$ cat config.mk
export PLATFORM = sky130hd
export DESIGN_NAME = reg_writeback_unit_flat
export DESIGN_NICKNAME = d
export VERILOG_FILES = /design/src/rtl/wb_pkg.sv /design/src/rtl/reg_writeback_unit_if.sv /design/src/rtl/wb_fifo.sv /design/src/rtl/reg_writeback_unit.sv /design/src/flat_wrapper.sv
export SDC_FILE = /design/constraint.sdc
export NUM_CORES = 1
export LEC_CHECK = 0
export ABC_AREA = 0
export BUFFER_PORTS_ARGS = -buffer_cell sky130_fd_sc_hd__buf_2
export CAP_MARGIN = 20
export CORE_ASPECT_RATIO = 1.4
export CORE_MARGIN = 3
export CORE_UTILIZATION = 23
export CTS_CLUSTER_DIAMETER = 80
export CTS_CLUSTER_SIZE = 8
export DETAILED_ROUTE_END_ITERATION = 10
export HOLD_SLACK_MARGIN = 0.15
export PLACE_DENSITY = 0.52
export SLEW_MARGIN = 40
export SYNTH_ARGS = -nofsm -noshare
export SYNTH_HDL_FRONTEND = slang
export SYNTH_SLANG_ARGS = --single-unit
$ cat constraint.sdc
create_clock -name CLK -period 4.4 [get_ports CLK]
set_clock_uncertainty 0.05 [all_clocks]
set_input_delay 0.88 -clock CLK [delete_from_list [all_inputs] [get_ports CLK]]
set_output_delay 0.88 -clock CLK [all_outputs]
set_load 0.1 [all_outputs]
$ cat src/rtl/wb_pkg.sv
// rtl/wb_pkg.sv - shared widths and buffer entry type for the register writeback unit
package wb_pkg;

    localparam int WB_DATA_W = 8;
    localparam int WB_ADDR_W = 2;

    // One pending register-file write: destination register and the value to store.
    typedef struct packed {
        logic [WB_ADDR_W-1:0] rd;
        logic [WB_DATA_W-1:0] data;
    } wb_entry_t;

endpackage

$ cat src/rtl/reg_writeback_unit_if.sv
// rtl/reg_writeback_unit_if.sv - request, register-file and busy signals of the writeback unit (bypass ports under WB_BYPASS_EN)
interface reg_writeback_unit_if #(
    parameter int DATA_W = 8,
    parameter int ADDR_W = 2,
    parameter int DEPTH  = 2
);
    localparam int CNT_W = $clog2(DEPTH + 1);

    logic              alu_valid;
    logic [ADDR_W-1:0] alu_rd;
    logic [DATA_W-1:0] alu_data;
    logic              alu_ready;
    logic              mem_valid;
    logic [ADDR_W-1:0] mem_rd;
    logic [DATA_W-1:0] mem_data;
    logic              mem_ready;
    logic              RegWrite;
    logic [ADDR_W-1:0] write_register;
    logic [DATA_W-1:0] write_data;
    logic [(1<<ADDR_W)-1:0] busy_mask;
    logic [CNT_W-1:0]  pending_count;
`ifdef WB_BYPASS_EN
    logic [ADDR_W-1:0] query_rd_one;
    logic [ADDR_W-1:0] query_rd_two;
    logic              fwd_hit_one;
    logic              fwd_hit_two;
    logic [DATA_W-1:0] fwd_data_one;
    logic [DATA_W-1:0] fwd_data_two;

    modport master (
        output alu_valid, alu_rd, alu_data, mem_valid, mem_rd, mem_data,
        output query_rd_one, query_rd_two,
        input  alu_ready, mem_ready, RegWrite, write_register, write_data,
        input  busy_mask, pending_count,
        input  fwd_hit_one, fwd_hit_two, fwd_data_one, fwd_data_two
    );

    modport slave (
        input  alu_valid, alu_rd, alu_data, mem_valid, mem_rd, mem_data,
        input  query_rd_one, query_rd_two,
        output alu_ready, mem_ready, RegWrite, write_register, write_data,
        output busy_mask, pending_count,
        output fwd_hit_one, fwd_hit_two, fwd_data_one, fwd_data_two
    );
`else
    modport master (
        output alu_valid, alu_rd, alu_data, mem_valid, mem_rd, mem_data,
        input  alu_ready, mem_ready, RegWrite, write_register, write_data,
        input  busy_mask, pending_count
    );

    modport slave (
        input  alu_valid, alu_rd, alu_data, mem_valid, mem_rd, mem_data,
        output alu_ready, mem_ready, RegWrite, write_register, write_data,
        output busy_mask, pending_count
    );
`endif

endinterface

$ cat src/rtl/wb_fifo.sv
// rtl/wb_fifo.sv - DEPTH-entry synchronous FIFO of pending writeback entries
module wb_fifo
    import wb_pkg::*;
#(
    parameter int DEPTH = 2,
    parameter int PTR_W = $clog2(DEPTH),
    parameter int CNT_W = $clog2(DEPTH + 1)
) (
    input  logic             clk_i,
    input  logic             rst_i,
    input  logic             push_i,
    input  wb_entry_t        push_entry_i,
    input  logic             pop_i,
    output wb_entry_t        head_entry_o,
    output logic [PTR_W-1:0] head_ptr_o,
    output wb_entry_t        entries_o [DEPTH],
    output logic [CNT_W-1:0] count_o,
    output logic             full_o,
    output logic             empty_o
);

    wb_entry_t        mem_q [DEPTH];
    logic [PTR_W-1:0] rd_ptr_q, rd_ptr_d;
    logic [PTR_W-1:0] wr_ptr_q, wr_ptr_d;
    logic [CNT_W-1:0] count_q, count_d;
    logic             do_push, do_pop;

    assign full_o       = (count_q == CNT_W'(DEPTH));
    assign empty_o      = (count_q == '0);
    // A full buffer refuses a push even when a pop frees a slot in the same cycle.
    assign do_push      = push_i & ~full_o;
    assign do_pop       = pop_i & ~empty_o;
    assign head_entry_o = mem_q[rd_ptr_q];
    assign head_ptr_o   = rd_ptr_q;
    assign entries_o    = mem_q;
    assign count_o      = count_q;

    // Next pointers wrap naturally at the power-of-two depth; count tracks occupancy.
    always_comb begin
        rd_ptr_d = rd_ptr_q;
        wr_ptr_d = wr_ptr_q;
        count_d  = count_q;
        if (do_push) wr_ptr_d = wr_ptr_q + 1'b1;
        if (do_pop)  rd_ptr_d = rd_ptr_q + 1'b1;
        case ({do_push, do_pop})
            2'b10:   count_d = count_q + 1'b1;
            2'b01:   count_d = count_q - 1'b1;
            default: count_d = count_q;
        endcase
    end

    // Storage and pointer registers; reset discards every pending entry.
    always_ff @(posedge clk_i) begin
        if (rst_i) begin
            rd_ptr_q <= '0;
            wr_ptr_q <= '0;
            count_q  <= '0;
            for (int i = 0; i < DEPTH; i++) mem_q[i] <= '0;
        end else begin
            rd_ptr_q <= rd_ptr_d;
            wr_ptr_q <= wr_ptr_d;
            count_q  <= count_d;
            if (do_push) mem_q[wr_ptr_q] <= push_entry_i;
        end
    end

endmodule

$ cat src/rtl/reg_writeback_unit.sv
// rtl/reg_writeback_unit.sv - register-file write initiator with load-priority arbitration, busy mask, optional WB_BYPASS_EN forwarding
module reg_writeback_unit
    import wb_pkg::*;
#(
    parameter int DATA_W = WB_DATA_W,
    parameter int ADDR_W = WB_ADDR_W,
    parameter int DEPTH  = 2
) (
    input logic                 CLK,
    input logic                 reset,
    reg_writeback_unit_if.slave wb
);

    localparam int PTR_W = $clog2(DEPTH);
    localparam int CNT_W = $clog2(DEPTH + 1);
    localparam int NREG  = 1 << ADDR_W;

    wb_entry_t         push_entry, head_entry;
    wb_entry_t         entries [DEPTH];
    logic [PTR_W-1:0]  head_ptr;
    logic [CNT_W-1:0]  count;
    logic              full, empty, push;
    logic              regwrite_q, regwrite_d;
    logic [ADDR_W-1:0] wr_reg_q, wr_reg_d;
    logic [DATA_W-1:0] wr_data_q, wr_data_d;
    logic [NREG-1:0]   busy;

    // Loads win arbitration; readies depend only on the registered occupancy and mem_valid.
    assign wb.mem_ready = ~full;
    assign wb.alu_ready = ~full & ~wb.mem_valid;
    assign push = (wb.mem_valid & ~full) | (wb.alu_valid & ~full & ~wb.mem_valid);

    // Select which requester's entry enters the buffer this cycle.
    always_comb begin
        push_entry = '{rd: wb.alu_rd, data: wb.alu_data};
        if (wb.mem_valid) push_entry = '{rd: wb.mem_rd, data: wb.mem_data};
    end

    wb_fifo #(.DEPTH(DEPTH)) u_fifo (
        .clk_i        (CLK),
        .rst_i        (reset),
        .push_i       (push),
        .push_entry_i (push_entry),
        .pop_i        (~empty),
        .head_entry_o (head_entry),
        .head_ptr_o   (head_ptr),
        .entries_o    (entries),
        .count_o      (count),
        .full_o       (full),
        .empty_o      (empty)
    );

    // Output stage loads the head whenever the buffer holds anything; address/data hold otherwise.
    always_comb begin
        regwrite_d = ~empty;
        wr_reg_d   = wr_reg_q;
        wr_data_d  = wr_data_q;
        if (!empty) begin
            wr_reg_d  = head_entry.rd;
            wr_data_d = head_entry.data;
        end
    end

    // Registered register-file write port.
    always_ff @(posedge CLK) begin
        if (reset) begin
            regwrite_q <= 1'b0;
            wr_reg_q   <= '0;
            wr_data_q  <= '0;
        end else begin
            regwrite_q <= regwrite_d;
            wr_reg_q   <= wr_reg_d;
            wr_data_q  <= wr_data_d;
        end
    end

    assign wb.RegWrite       = regwrite_q;
    assign wb.write_register = wr_reg_q;
    assign wb.write_data     = wr_data_q;
    assign wb.pending_count  = count;
    assign wb.busy_mask      = busy;

    // Busy mask: every occupied buffer slot plus the output stage while it is writing.
    always_comb begin
        logic [PTR_W-1:0] idx;
        busy = '0;
        if (regwrite_q) busy[wr_reg_q] = 1'b1;
        for (int i = 0; i < DEPTH; i++) begin
            idx = head_ptr + PTR_W'(i);
            if (CNT_W'(i) < count) busy[entries[idx].rd] = 1'b1;
        end
    end

`ifdef WB_BYPASS_EN
    // Forwarding: scan oldest to youngest so the youngest matching write is what remains.
    always_comb begin
        logic [PTR_W-1:0] idx;
        wb.fwd_hit_one  = 1'b0;
        wb.fwd_hit_two  = 1'b0;
        wb.fwd_data_one = '0;
        wb.fwd_data_two = '0;
        if (regwrite_q && wr_reg_q == wb.query_rd_one) begin
            wb.fwd_hit_one  = 1'b1;
            wb.fwd_data_one = wr_data_q;
        end
        if (regwrite_q && wr_reg_q == wb.query_rd_two) begin
            wb.fwd_hit_two  = 1'b1;
            wb.fwd_data_two = wr_data_q;
        end
        for (int i = 0; i < DEPTH; i++) begin
            idx = head_ptr + PTR_W'(i);
            if (CNT_W'(i) < count) begin
                if (entries[idx].rd == wb.query_rd_one) begin
                    wb.fwd_hit_one  = 1'b1;
                    wb.fwd_data_one = entries[idx].data;
                end
                if (entries[idx].rd == wb.query_rd_two) begin
                    wb.fwd_hit_two  = 1'b1;
                    wb.fwd_data_two = entries[idx].data;
                end
            end
        end
    end
`endif

endmodule

$ cat src/flat_wrapper.sv
// flat-port wrapper written by rule: the top's interface ports become plain ports
module reg_writeback_unit_flat import wb_pkg::*;
#(
    parameter int DATA_W = WB_DATA_W,
    parameter int ADDR_W = WB_ADDR_W,
    parameter int DEPTH  = 2
)
  (CLK, reset, wb_alu_valid, wb_alu_rd, wb_alu_data, wb_mem_valid, wb_mem_rd, wb_mem_data, wb_alu_ready, wb_mem_ready, wb_RegWrite, wb_write_register, wb_write_data, wb_busy_mask, wb_pending_count);
  reg_writeback_unit_if #(.DATA_W(DATA_W), .ADDR_W(ADDR_W), .DEPTH(DEPTH)) wb_i ();
  input logic CLK;
  input logic reset;
  input wire logic [$bits(wb_i.alu_valid)-1:0] wb_alu_valid;
  input wire logic [$bits(wb_i.alu_rd)-1:0] wb_alu_rd;
  input wire logic [$bits(wb_i.alu_data)-1:0] wb_alu_data;
  input wire logic [$bits(wb_i.mem_valid)-1:0] wb_mem_valid;
  input wire logic [$bits(wb_i.mem_rd)-1:0] wb_mem_rd;
  input wire logic [$bits(wb_i.mem_data)-1:0] wb_mem_data;
  output wire logic [$bits(wb_i.alu_ready)-1:0] wb_alu_ready;
  output wire logic [$bits(wb_i.mem_ready)-1:0] wb_mem_ready;
  output wire logic [$bits(wb_i.RegWrite)-1:0] wb_RegWrite;
  output wire logic [$bits(wb_i.write_register)-1:0] wb_write_register;
  output wire logic [$bits(wb_i.write_data)-1:0] wb_write_data;
  output wire logic [$bits(wb_i.busy_mask)-1:0] wb_busy_mask;
  output wire logic [$bits(wb_i.pending_count)-1:0] wb_pending_count;
  assign wb_i.alu_valid = wb_alu_valid;
  assign wb_i.alu_rd = wb_alu_rd;
  assign wb_i.alu_data = wb_alu_data;
  assign wb_i.mem_valid = wb_mem_valid;
  assign wb_i.mem_rd = wb_mem_rd;
  assign wb_i.mem_data = wb_mem_data;
  assign wb_alu_ready = wb_i.alu_ready;
  assign wb_mem_ready = wb_i.mem_ready;
  assign wb_RegWrite = wb_i.RegWrite;
  assign wb_write_register = wb_i.write_register;
  assign wb_write_data = wb_i.write_data;
  assign wb_busy_mask = wb_i.busy_mask;
  assign wb_pending_count = wb_i.pending_count;
  reg_writeback_unit #(.DATA_W(DATA_W), .ADDR_W(ADDR_W), .DEPTH(DEPTH)) u_core (.CLK(CLK), .reset(reset), .wb(wb_i));
endmodule
== Word level (Yosys, flattened, before mapping) ==
Index checks and enable logic that the tools add are counted.
Widths: inputs -> output; s select.
Word-level totals
  bits in registers: 35
  output and inout bits: 19
Operators by class
  add/sub/neg operators: 4
  order comparisons: 12
  equal/unequal tests: 3
  mux-type cells: 20
  bitwise gates (word level): 14
  reductions and logical operators: 6
Operator list (count)
  $mux 10: 8
  $bwmux 20: 1
  $mux 4: 3
  $demux 10 s1: 1
  $lt 2x3->1 const B: 3
  $or 4x4->4: 2
  $demux 1 s2: 3
  $ge 2x1->1 const B: 3
  $ge 2x2->1 const B: 3
  $not 1->2: 3
  $and 1x1->1: 5
  $eq 2x2->1 const B: 2
  $logic_and 1x1->1: 4
  $lt 1x2->1 const A: 2
  $pmux 2 s2: 1
  $mux 1: 3
  $not 1->1: 3
  $add 1x1->1 const B: 2
  $add 2x1->2 const B: 1
  $eq 2x1->1 const B: 1
  $logic_not 2->1: 1
  $lt 2x1->1 const B: 1
  $reduce_bool 2->1: 1
  $sub 2x1->2 const B: 1
  $or 1x1->1: 1

== Logic depth before layout (Yosys ltp) ==
  word-level depth: 12
  depth in mapped cells: 7
  depth with buffers taken out: 6

== Hierarchy ==
Synthesis repeated with hierarchy kept, for this count alone.
Second synthesis, totals
  cell total of the unflattened synthesis: 200
  area, all modules: 1858.0 um^2
Modules (own cells, without submodules)
  wb_fifo: times used 1, cells an instance 123, area each 1157.4 um^2
  reg_writeback_unit: times used 1, cells an instance 77, area each 700.7 um^2

== Least setup slack after synthesis ==
No wires, ideal clock.
  path type: register to output
  start point: register u_core.u_fifo.count_q[1] (netlist: u_core.u_fifo.count_o[1])
  end point: output port wb_busy_mask[1]
  arrival: 3.818 ns
  setup slack: -0.348 ns
  stages on the path, launching flop included: 5
  buffers on the path: 0
  cells stage by stage: dfxtp_1 inv_1 ha_1 nand3b_1 o21ai_0
On the way
  longest elaborated chain between the ends: 4
  elaborated cells on any way between the ends: 5
  those cells by class: order compare: 2; mux: 2; bitwise: 1
RTL lines
  start: declaration: line wb_fifo.sv:25  | logic [CNT_W-1:0] count_q, count_d;
  start signal: assignment: line wb_fifo.sv:62  | count_q <= count_d;
  $lt 1x2->1: line reg_writeback_unit.sv:90  | if (CNT_W'(i) < count) busy[entries[idx].rd] = 1'b1;
  $mux 4: line reg_writeback_unit.sv:90
  $or 4x4->4 (no line)
  $mux 4 *: line reg_writeback_unit.sv:90
  end: declaration: line flat_wrapper.sv:23  | output wire logic [$bits(wb_i.busy_mask)-1:0] wb_busy_mask;
Every way passes the cells marked *; elsewhere a longest branch is shown, timed or not.

== Worst setup path after layout ==
  start point: register u_core.u_fifo.count_q[0] (netlist: u_core.u_fifo.count_o[0])
  end point: output port wb_busy_mask[2]
Same word-level chain as after synthesis.

==> run metrics <==
period utilization=72.3%; Via Count=1392; Critical R2R Launch=u_core.u_fifo.count_o[0]$_SDFFE_PP0P_; routability cong.=0.762; post-synthesis cell area=1840 µm²; status=completed; total grt overflow=0; clock buffer count from CTS=5; Worst-Skew Late Latency=280 ps; Synth Register Bits=35; 1st-pass router iterations=4; Initial Utilization=23.7%; power per cell area=858 nW/µm²; Post-synth EDFFs=0; sw frac=54.5%; antenna violations before repair=0; Max Cap Violations=0; maximum VDD drop=429 µV; DRT iter0 DRCs=72; final worst setup slack=1220 ps; number of global-route vias before repair=1432; # port buffers=42; Syn Inst Count=189; Core Region=7800 µm²; Die Wd=81.7 µm; Yosys top cell area share=38.0%; Worst-path clk slew=70 ps; Via density=4.27; reg-to-reg setup timing slack=2330 ps; postcts setup bufs=0; hpwl dp=2700 µm; internal power=857 µW; synth warn=0; CP max FO=23; CTS tree=done; synth top area cells=dfxtp_1 (38%), a211oi_2 (14%), mux2i_1 (12%); Mean Syn Cell Area=9.76 µm²; Setup-failing EPs final=0; Net Switching=1.03 mW; Leakage=0.870 nW; Flop pwr share=27.8%; layout cells sized above 1=42.5%; die area=9140 µm²; RSZ-0062 raised after global routing=no; Max-Slew Margin vs Limit=52.3%; first-pass GRT wire length=6760 µm; clk sinks=35; ant diodes=0; DRC Markers=0; CTS H-Tree Depth=2; post-synthesis sequential area ratio=38.0%; largest net degree at the start of global routing=36; cts-stage hold buffer count=0; CP Capture Type=primary output; Yosys cell types=33; Final Power=1.88 mW; die span in y=112 µm; Register-to-Register Path Depth=6; Post-synth top cells=dfxtp_1 (35), nor2_1 (27), mux2i_1 (22), a211oi_2 (20), nor2_2 (20); most common cell in the netlist=dfxtp_1; Slew Limit Fails=0; DRT antenna net count=0; minimum clock period=3180 ps; worst endpoint required time=3470 ps; Worst Hold Class=reg2reg; min-delay src=u_core.wb.write_data[2]$_SDFFE_PP0N_; Area Overhead vs Synth=19.0%; Max clock buf depth=2; total negative slack=0 ps; main combinational cell family by area after synthesis=compound AO/OA/AOI/OAI gates; adder-cell share of the synthesized area=2.04%; Post-Synth Simple-Gate Area=17.8%; Hold Path Cell Cnt=2; synthesized-area fraction occupied by xor and xnor cells=1.90%; all-layer global routing usage=9.52%; Yosys top cell by area=dfxtp_1; f_max=0.314 GHz; final net count=252; Combinational Power Share=58.7%; cts repair resizes=0; Setup crit start kind=flop; I/O Pins=43; Synth Flop Type=dfxtp_1; Hold Vio Cnt, Final=0; clock root buffer=clkbuf_8; Clock power frac=13.5%; Worst-Margin Slew=714 ps; WS Path Type=reg2out; Synth Net Count=216; post-synthesis mux area share=13.2%; Hold EP=u_core.wb.write_data[2]$_SDFFE_PP0N_; fraction of registers with async set/reset=0%; dpl ws=1460 ps; Site Rows=38; WL final=3950 µm; Worst R2R End=u_core.u_fifo.entries_o[2]$_SDFFE_PP0P_; compound-gate portion of the synthesized area=20.8%; crit path DAT=2250 ps; drt wl/cell=12.1 µm
per-stage QoR:
| stage | hold slack [ps] | utilization (%) | cells | area (µm²) |
|---|---|---|---|---|
| after floorplan | 447 | - | 189 | 1840 |
| after global placement | 425 | 26.8 | 318 | 2090 |
| after detailed placement | 429 | 26.8 | 318 | 2090 |
| after CTS | 446 | 28.1 | 326 | 2190 |
| after global routing | 496 | 28.1 | 326 | 2190 |
| final | 434 | 28.1 | 326 | 2190 |
power by group through the flow:
stage	Sequential, mW	Combinational [mW]	Clock (mW)
after global routing	0.542	1.19	0.281
after floorplan	0.741	0.768	0
after CTS	0.525	1.12	0.265
after detailed placement	0.532	1.12	0
final	0.524	1.11	0.254
after global placement	0.530	1.10	0
critical path: stages, from the launching register on:
cell and delay, ps:
dfxtp_1 460, inv_1 130, ha_1 310, buf_4 250, nor2b_1 210, a22oi_1 100
o21ai_1 80, buf_2 430
cells in the final DEF (no fill, tap or decap), drive strengths merged, types with 3 or more instances in the layout:
cell    Yosys  layout
nand2       3       3
clkbuf      2       8
inv         5       5
ha          3       3
a21oi       9       9
nor2       49      49
mux2i      22      22
buf        12      43
a211oi     21      21
o21ai       3       3
dfxtp      35      35
nor3        5       5
flip-flops by register name, summed over array words and instances, names as in the netlist:
name and count:
u_core.u_fifo.head_ptr_o 1, u_core.u_fifo.count_o 2, u_core.u_fifo.wr_ptr_q 1, u_core.wb.RegWrite 1
u_core.wb.write_data 8, u_core.u_fifo.entries_o 20, u_core.wb.write_register 2
how the worst max path moves through the flow:
stage	start	to	slack, ps
6_report	u_core.u_fifo.count_o[0]$_SDFFE_PP0P_	wb_busy_mask[2]	1220
5_1_grt	u_core.u_fifo.count_o[0]$_SDFFE_PP0P_	wb_busy_mask[0]	1010
4_1_cts	u_core.u_fifo.head_ptr_o$_SDFFE_PP0N_	wb_busy_mask[2]	1150
3_5_place_dp	u_core.u_fifo.head_ptr_o$_SDFFE_PP0N_	wb_busy_mask[2]	1460
3_3_place_gp	u_core.u_fifo.head_ptr_o$_SDFFE_PP0N_	wb_busy_mask[2]	1480
2_1_floorplan	u_core.u_fifo.count_o[1]$_SDFFE_PP0P_	wb_busy_mask[0]	410
layer usage:
| metal | vias up | global-route usage (%) | wire (µm) |
|---|---|---|---|
| li1 | 728 | - | - |
| met1 | 629 | 11.7 | 1850 |
| met2 | 31 | 15.7 | 1880 |
| met3 | 4 | 3.07 | 184 |
| met4 | 0 | 2.77 | 33 |
| met5 | - | 0 | 0 |
cells by family (layout without fill, tap and decap cells):
family | Yosys count | after routing
AO/OA/AOI/OAI | 40 | 40
buffers and inverters | 19 | 56
XOR/XNOR | 4 | 4
multiplexers | 24 | 24
adder cells (fa/ha/maj) | 3 | 3
AND/OR/NAND/NOR | 64 | 64
flip-flops | 35 | 35
area by class of cell:
class	count	area (µm²)
Sequential cell	35	702
Fill cell	852	5600
Inverter	5	18.8
Clock buffer	8	100
Timing Repair Buffer	43	220
Tap cell	100	125
Multi-Input combinational cell	135	1030
No activity file was read; power rests on OpenSTA's default activity.
